## src/rtl/mips_pkg.sv

```systemverilog
// Shared MIPS core definitions: opcodes, fetch constants and the fetch FSM state type.
package mips_pkg;

    localparam logic [5:0]  OP_RTYPE = 6'b000000;
    localparam logic [5:0]  OP_ADDI  = 6'b001000;
    localparam logic [5:0]  OP_LW    = 6'b100011;
    localparam logic [5:0]  OP_SW    = 6'b101011;
    localparam logic [5:0]  OP_BEQ   = 6'b000100;
    localparam logic [5:0]  OP_J     = 6'b000010;

    localparam logic [31:0] NOP_INSTR = 32'h0000_0000;
    localparam logic [31:0] PC_STEP   = 32'd4;

    typedef enum logic {
        IDLE = 1'b0,
        RUN  = 1'b1
    } fetch_state_e;

endpackage

```

## src/rtl/fetch_target_calc.sv

```systemverilog
// Redirect target computation from the IF/ID fields: branch and jump targets,
// the selected target, and whether the decoded control asks for a redirect.
module fetch_target_calc
    import mips_pkg::*;
(
    input  logic [25:0] ifid_index_i,
    input  logic [31:0] ifid_pc4_i,
    input  logic        ifid_valid_i,
    input  logic        branch_i,
    input  logic        jump_i,
    input  logic        eq_i,
    output logic [31:0] btarget_o,
    output logic [31:0] jtarget_o,
    output logic [31:0] target_o,
    output logic        hit_o
);

    logic [31:0] offset;

    always_comb begin
        offset    = {{14{ifid_index_i[15]}}, ifid_index_i[15:0], 2'b00};
        btarget_o = ifid_pc4_i + offset;
        jtarget_o = {ifid_pc4_i[31:28], ifid_index_i, 2'b00};
        // Jump takes precedence when the decoder raises both.
        target_o  = jump_i ? jtarget_o : btarget_o;
        hit_o     = ifid_valid_i & (jump_i | (branch_i & eq_i));
    end

endmodule

```

## src/rtl/fetch_unit.sv

```systemverilog
// Instruction fetch stage with IF/ID register, start/stall sequencing,
// one-bubble branch/jump redirect and a saturating redirect counter.
module fetch_unit
    import mips_pkg::*;
#(
    parameter logic [31:0] RESET_PC = 32'h0000_0000,
    parameter int          CNT_W    = 16
) (
    input  logic             clk_i,
    input  logic             rst_i,
    input  logic             start_i,
    input  logic             stall_i,
    input  logic             branch_i,
    input  logic             jump_i,
    input  logic             eq_i,
    input  logic [31:0]      imem_data_i,
    output logic [31:0]      imem_addr_o,
    output logic [31:0]      ifid_instr_o,
    output logic [31:0]      ifid_pc4_o,
    output logic             ifid_valid_o,
    output logic [5:0]       op_o,
    output logic [CNT_W-1:0] redirect_cnt_o
);

    fetch_state_e     state_q, state_d;
    logic [31:0]      pc_q, pc_d;
    logic [31:0]      instr_q, instr_d;
    logic [31:0]      pc4_q, pc4_d;
    logic             valid_q, valid_d;
    logic [CNT_W-1:0] cnt_q, cnt_d;

    logic [31:0] pc4;
    logic [31:0] btarget;
    logic [31:0] jtarget;
    logic [31:0] target;
    logic        hit;
    logic        take;

    fetch_target_calc u_target (
        .ifid_index_i (instr_q[25:0]),
        .ifid_pc4_i   (pc4_q),
        .ifid_valid_i (valid_q),
        .branch_i     (branch_i),
        .jump_i       (jump_i),
        .eq_i         (eq_i),
        .btarget_o    (btarget),
        .jtarget_o    (jtarget),
        .target_o     (target),
        .hit_o        (hit)
    );

    always_comb begin
        pc4     = pc_q + PC_STEP;
        take    = (state_q == RUN) & ~stall_i & hit;

        state_d = state_q;
        pc_d    = pc_q;
        instr_d = instr_q;
        pc4_d   = pc4_q;
        valid_d = valid_q;
        cnt_d   = cnt_q;

        case (state_q)
            IDLE: begin
                // The edge that leaves IDLE already registers the fetch at RESET_PC.
                if (start_i) begin
                    state_d = RUN;
                    pc_d    = pc4;
                    instr_d = imem_data_i;
                    pc4_d   = pc4;
                    valid_d = 1'b1;
                end
            end
            RUN: begin
                if (stall_i) begin
                    // Hold everything; a pending redirect is re-evaluated next cycle.
                end else if (take) begin
                    pc_d    = target;
                    instr_d = NOP_INSTR;
                    pc4_d   = 32'h0;
                    valid_d = 1'b0;
                    if (cnt_q != {CNT_W{1'b1}}) begin
                        cnt_d = cnt_q + 1'b1;
                    end
                end else begin
                    pc_d    = pc4;
                    instr_d = imem_data_i;
                    pc4_d   = pc4;
                    valid_d = 1'b1;
                end
            end
            default: state_d = IDLE;
        endcase
    end

    always_ff @(posedge clk_i or negedge rst_i) begin
        if (!rst_i) begin
            state_q <= IDLE;
            pc_q    <= RESET_PC;
            instr_q <= NOP_INSTR;
            pc4_q   <= 32'h0;
            valid_q <= 1'b0;
            cnt_q   <= '0;
        end else begin
            state_q <= state_d;
            pc_q    <= pc_d;
            instr_q <= instr_d;
            pc4_q   <= pc4_d;
            valid_q <= valid_d;
            cnt_q   <= cnt_d;
        end
    end

    assign imem_addr_o    = pc_q;
    assign ifid_instr_o   = instr_q;
    assign ifid_pc4_o     = pc4_q;
    assign ifid_valid_o   = valid_q;
    assign op_o           = instr_q[31:26];
    assign redirect_cnt_o = cnt_q;

endmodule

```

## config.mk

```make
export PLATFORM = sky130hd
export DESIGN_NAME = fetch_unit
export DESIGN_NICKNAME = d
export VERILOG_FILES = /design/src/rtl/mips_pkg.sv /design/src/rtl/fetch_target_calc.sv /design/src/rtl/fetch_unit.sv
export SDC_FILE = /design/constraint.sdc
export NUM_CORES = 1
export LEC_CHECK = 0
export BUFFER_PORTS_ARGS = -buffer_cell sky130_fd_sc_hd__buf_2
export CORE_MARGIN = 2
export CORE_UTILIZATION = 45
export CTS_CLUSTER_SIZE = 12
export DETAILED_ROUTE_END_ITERATION = 10
export PLACE_DENSITY = 0.69
export SYNTH_ARGS = -nofsm -noshare
export SYNTH_HDL_FRONTEND = slang
export SYNTH_SLANG_ARGS = --single-unit
```

## constraint.sdc

```tcl
create_clock -name clk_i -period 7.31 [get_ports clk_i]
set_clock_uncertainty 0.05 [all_clocks]
set_input_delay 0.731 -clock clk_i [delete_from_list [all_inputs] [get_ports clk_i]]
set_output_delay 0.731 -clock clk_i [all_outputs]
set_load 0.01 [all_outputs]
```

[Yosys cells after proc, flatten, opt, wreduce, memory -nomap -nowiden]
Index checks and enable logic that the tools add are counted.
Operators by class
  add/sub/neg operators: 3
  eq/ne operators: 3
  multiplexer cells: 18
  bitwise gates (word level): 7
  reductions and logical operators: 2
Operator list (number)
  2-to-1 mux 32 bit: 9
  case mux 32 bit (2 select lines): 3
  adder 32 x 3 -> 32 bit (second input constant): 1
  adder 32 bit: 1
  adder 16 x 1 -> 16 bit (second input constant): 1
  inequality test 16 bit (second input constant): 1
  2-to-1 mux 1 bit: 5
  AND 1 bit: 4
  inequality test 2 bit (second input constant): 2
  AND reduction 4 bit: 1
  inverter 1 bit: 2
  case mux 1 bit (2 select lines): 1
  AND reduction 2 bit: 1
  bitwise OR 1 bit: 1
Word-level totals
  bits in registers: 114
  input bits: 39
  output and inout port bits: 119
  word-level logic and storage cells: 39

[Logic depth before layout (Yosys ltp)]
  word-level depth: 7
  depth in mapped cells: 13
  depth with buffers taken out: 11

[Modules after synthesis]
From an unflattened synthesis, not the netlist that was laid out.
Second synthesis, totals
  cell total of the unflattened synthesis: 910
  area, all modules: 8049.0 um^2
Modules (own cells, without submodules)
  fetch_unit: times used 1, cells an instance 560, area each 5561.6 um^2
  fetch_target_calc: times used 1, cells an instance 350, area each 2487.4 um^2

[Worst setup path after synthesis]
OpenSTA, ideal clock, no wires.
  kind: reg-to-reg
  start: register instr_q[0] (netlist: ifid_instr_o[0])
  end: register pc_q[30] (netlist: imem_addr_o[30])
  arrival time: 2.742 ns
  required time: 7.118 ns
  slack: 4.376 ns
  stages on the path, launching flop included: 12
  buffers on the path: 0
  cell sequence: dfrtp_1 > ha_1 > fa_1 > a21o_1 > a21oi_2 > o21ai_0 > a221oi_1 > o32a_2 > a31oi_2 > a221oi_2 > xor2_1 > o221ai_1
On the way
  longest elaborated chain between the ends: 5
RTL lines
  start, declared: line fetch_unit.sv:27  | logic [31:0] instr_q, instr_d;
  start signal, assigned: line fetch_unit.sv:107  | instr_q <= instr_d;
  adder 32 bit: line fetch_target_calc.sv:22  | btarget_o = ifid_pc4_i + offset;
  2-to-1 mux 32 bit: line fetch_target_calc.sv:25  | target_o = jump_i ? jtarget_o : btarget_o;
  2-to-1 mux 32 bit: line fetch_unit.sv:77  | end else if (take) begin
  2-to-1 mux 32 bit: line fetch_unit.sv:75  | if (stall_i) begin
  case mux 32 bit (2 select lines): line fetch_unit.sv:63  | case (state_q)
  end signal, assigned: line fetch_unit.sv:106  | pc_q <= pc_d;
  end, declared: line fetch_unit.sv:26  | logic [31:0] pc_q, pc_d;
Every way passes these cells. The select of a mux whose other input is x is not followed.
A chain may end at the register's enable or synchronous reset.

[Worst setup path after layout]
Same ends and word-level chain as after synthesis.

==> impl_metrics.py <==
metrics = {
    "status": {
        "outcome": "finished clean",
    },
    "timing": {
        "unrepaired_setup_endpoints_after_global_routing": "no",
        "max_freq_mhz": 305,
        "setup-tns-final_ps": 0,
        "final-setup-viol-count": 0,
        "worst_slew_margin_rel_pct": 32.6,
        "timing_worst_slew_pin_value_ps": 1010,
        "period_share_pct": 44.9,
        "period_minus_slack_ps": 3280,
        "final-hold-violation-count": 0,
        "slew_viol_final": 0,
    },
    "die": {
        "floorplan.initialDensity_pct": 45.6,
        "placementRows": 45,
        "io_pins": 158,
        "core_um2": 15100,
        "die_height_um": 128,
        "die_w_um": 128,
        "dieArea_um2": 16300,
    },
    "yosys": {
        "synth_warn": 0,
        "syn_inst": 795,
        "synth_top_cells_by_area": "sky130_fd_sc_hd__dfrtp_1 41%, sky130_fd_sc_hd__nand2_1 7.8%, sky130_fd_sc_hd__xnor2_1 5.7%",
        "ys_async_sr_fraction_pct": 100,
        "yosys.cell_types.count": 55,
        "synth-main-ff-cell": "sky130_fd_sc_hd__dfrtp_1",
        "post-synth-top-area-cell": "sky130_fd_sc_hd__dfrtp_1",
        "synthesis.nets": 866,
        "synthTopCellsByCount": "143 x sky130_fd_sc_hd__nand2_1, 114 x sky130_fd_sc_hd__dfrtp_1, 66 x sky130_fd_sc_hd__o21ai_0",
        "synth.most_common_cell": "sky130_fd_sc_hd__nand2_1",
        "mappedNetlistArea_um2": 6880,
        "synth_edf_count": 0,
        "synth_seq_area_share_pct": 41.4,
        "avgSynthCellArea_um2": 8.66,
        "yosys_register_bits": 114,
        "synth_largest_type_area_fraction_pct": 41.4,
    },
    "final_layout": {
        "final_nets": 999,
        "postLayoutCellArea_um2": 8380,
        "n_antenna_cell": 0,
        "fill_cell_total_of_the_finished_layout": 1395,
        "multi_input_logic_area_um2": 3780,
        "area.sequential_um2": 2850,
        "synthToLayoutAreaGrowth_pct": 21.7,
        "layout-drive-gt1-share_pct": 22.2,
    },
    "pwr": {
        "vdd.ir_drop.worst_mv": 0.162,
        "pwr_cell_area_nw_per_um2": 369,
        "fin_total_pwr_w": 0.00309,
        "power.leakage_nw": 4.21,
    },
    "worst_setup_path": {
        "critical-path-top-delay-family": "compound AO/OA/AOI/OAI gates",
        "worst_setup_path_end_kind": "flip-flop",
        "critical_path.max_fanout": 4,
        "worst_ep_required_time_ps": 7520,
        "crit_buf_inv": 0,
        "path_class": "flip-flop to flip-flop",
        "worst_stage_delay_on_the_critical_path_ps": 470,
        "worstPathArrival_ps": 3490,
        "crit_path_start_kind": "flip-flop",
        "cpMaxStageDelayCell": "sky130_fd_sc_hd__a221oi_1",
        "worstPathCellList": "ha_1 -> fa_1 -> a21o_1 -> a21oi_2 -> o21ai_0 -> a221oi_1 -> o32a_2 -> a31oi_2 -> a221oi_2 -> xor2_1 -> o221ai_1",
        "timing.reg2reg.setup_slack_ps": 4030,
    },
    "grt": {
        "number_of_global_route_vias_before_repair": 6044,
        "grt_antenna_before_repair": 0,
        "gr-total-overflow": 0,
        "grt_util_all_layers_pct": 24.5,
        "wire_length_of_the_first_global_routing_pass_mm": 31.7,
        "pin_count_of_the_biggest_net_entering_global_routing": 95,
    },
    "routing": {
        "drt.antenna.violating_nets": 0,
        "avgRoutedWirePerCell_um": 17.2,
        "drc_errors": 0,
        "drt-pass1-iter-count": 5,
        "viasPerCell": 5.64,
        "drtIter0Drc": 494,
        "routed_wirelength_mm": 19.4,
        "routed-via-count": 6373,
    },
    "clock_network": {
        "cts.repair.resized": 0,
        "worstSkewPairLatency_ps": 420,
        "cts_made_buffers": 17,
        "cts_hold_repair.buffers": 0,
        "tritoncts_clock_tree": "built",
        "clk_transition_reported_paths_ps": 60,
        "htree_num_levels": 4,
        "cts_sinks": 114,
        "cts.path.max_buffers": 2,
        "root_buffer": "sky130_fd_sc_hd__clkbuf_16",
        "postCtsSetupBuffers": 0,
    },
    "placed_design": {
        "postPlaceCellArea_um2": 7750,
        "dp.final_hpwl_mm": 13.3,
        "port_buffer_count": 157,
        "place.gp.congestion": 0.908,
    },
    "flow_run": {
        "max_cap_violations": 0,
    },
    "min_path": {
        "holdCritPathClass": "input pin to asynchronous set/reset pin",
    },
}
## kinds of logic after synthesis
| group | count (synthesis) | share of synthesized area [%] |
|---|---|---|
| flip-flops | 114 | 41.4 |
| XOR/XNOR | 69 | 8.78 |
| AND/OR/NAND/NOR | 306 | 20.2 |
| AO/OA/AOI/OAI | 208 | 19.0 |
| buffers and inverters | 61 | 3.85 |
| multiplexers | 5 | 0.745 |
| adder cells (fa/ha/maj) | 32 | 5.93 |
## power by group
group	total [W]	internal, W	switching, W	leakage (nW)
sequential	0.00106	0.000804	0.000260	1.42
combinational	0.00114	0.000515	0.000627	2.49
clock	0.000886	0.000596	0.000291	0.299
## registers in the layout, indices dropped and copies added, names as in the netlist
name,flops
ifid_valid_o,1
state_q,1
ifid_pc4_o,32
redirect_cnt_o,16
imem_addr_o,32
ifid_instr_o,32
## placed cells by master (no fill, tap or decap), drive strengths merged, types with 4 or more instances in the layout
cell type / Yosys / routed
ha: 31 / 31
mux2i: 4 / 4
and3: 29 / 29
and2: 4 / 4
inv: 12 / 12
dfrtp: 114 / 114
nor2: 51 / 51
a21oi: 51 / 51
o21ai: 70 / 70
o21bai: 6 / 6
clkbuf: 31 / 23
a22o: 4 / 4
xor2: 24 / 24
nand2: 143 / 143
o22ai: 4 / 4
nand3: 52 / 52
nand4: 10 / 10
nor3: 4 / 4
a22oi: 10 / 10
and4: 4 / 4
a221oi: 7 / 7
buf: 18 / 163
nand2b: 4 / 4
a21o: 18 / 18
o211ai: 5 / 5
a31oi: 8 / 8
bufinv: 0 / 4
o31ai: 5 / 5
xnor2: 45 / 45
## layout make-up
| cell class | count | share of cell area [%] |
|---|---|---|
| clock inverter | 9 | 1.82 |
| inverter | 12 | 0.537 |
| tap | 188 | 2.81 |
| clock buffer | 23 | 5.70 |
| multi-input combinational | 620 | 45.1 |
| timing repair buffer | 163 | 9.94 |
| sequential | 114 | 34.0 |
## metal layers
metal	GRT usage, %	vias up	routed length (um)
met4	8.21	0	408
met2	38.7	238	8910
met3	5.59	35	1330
met5	0	-	0
met1	33.5	3024	8720
li1	-	3076	-
## worst paths after layout
check | from | depth (start not counted) | endpoint
setup / recovery | ifid_instr_o[0]$_DFFE_PN0P_ | 11 | imem_addr_o[30]$_DFFE_PN0P_
hold / removal | rst_i | 1 | imem_addr_o[27]$_DFFE_PN0P_
setup reg to reg | ifid_instr_o[0]$_DFFE_PN0P_ | 11 | imem_addr_o[30]$_DFFE_PN0P_
hold reg to reg | state_q$_DFF_PN0_ | 1 | state_q$_DFF_PN0_
max in group asynchronous | rst_i | 2 | ifid_pc4_o[10]$_DFFE_PN0P_
min in group clk_i | state_q$_DFF_PN0_ | 1 | state_q$_DFF_PN0_
## stage by stage
step,util (%),hold WS [ps],setup WS (ps),cells
after floorplan,-,385,4380,795
after global placement,51.4,399,4000,1097
after detailed placement,51.4,403,3910,1097
after CTS,55.5,273,4040,1129
after global routing,55.5,314,3850,1129
final,55.5,260,4030,1129
No activity file was read; power rests on OpenSTA's default activity.
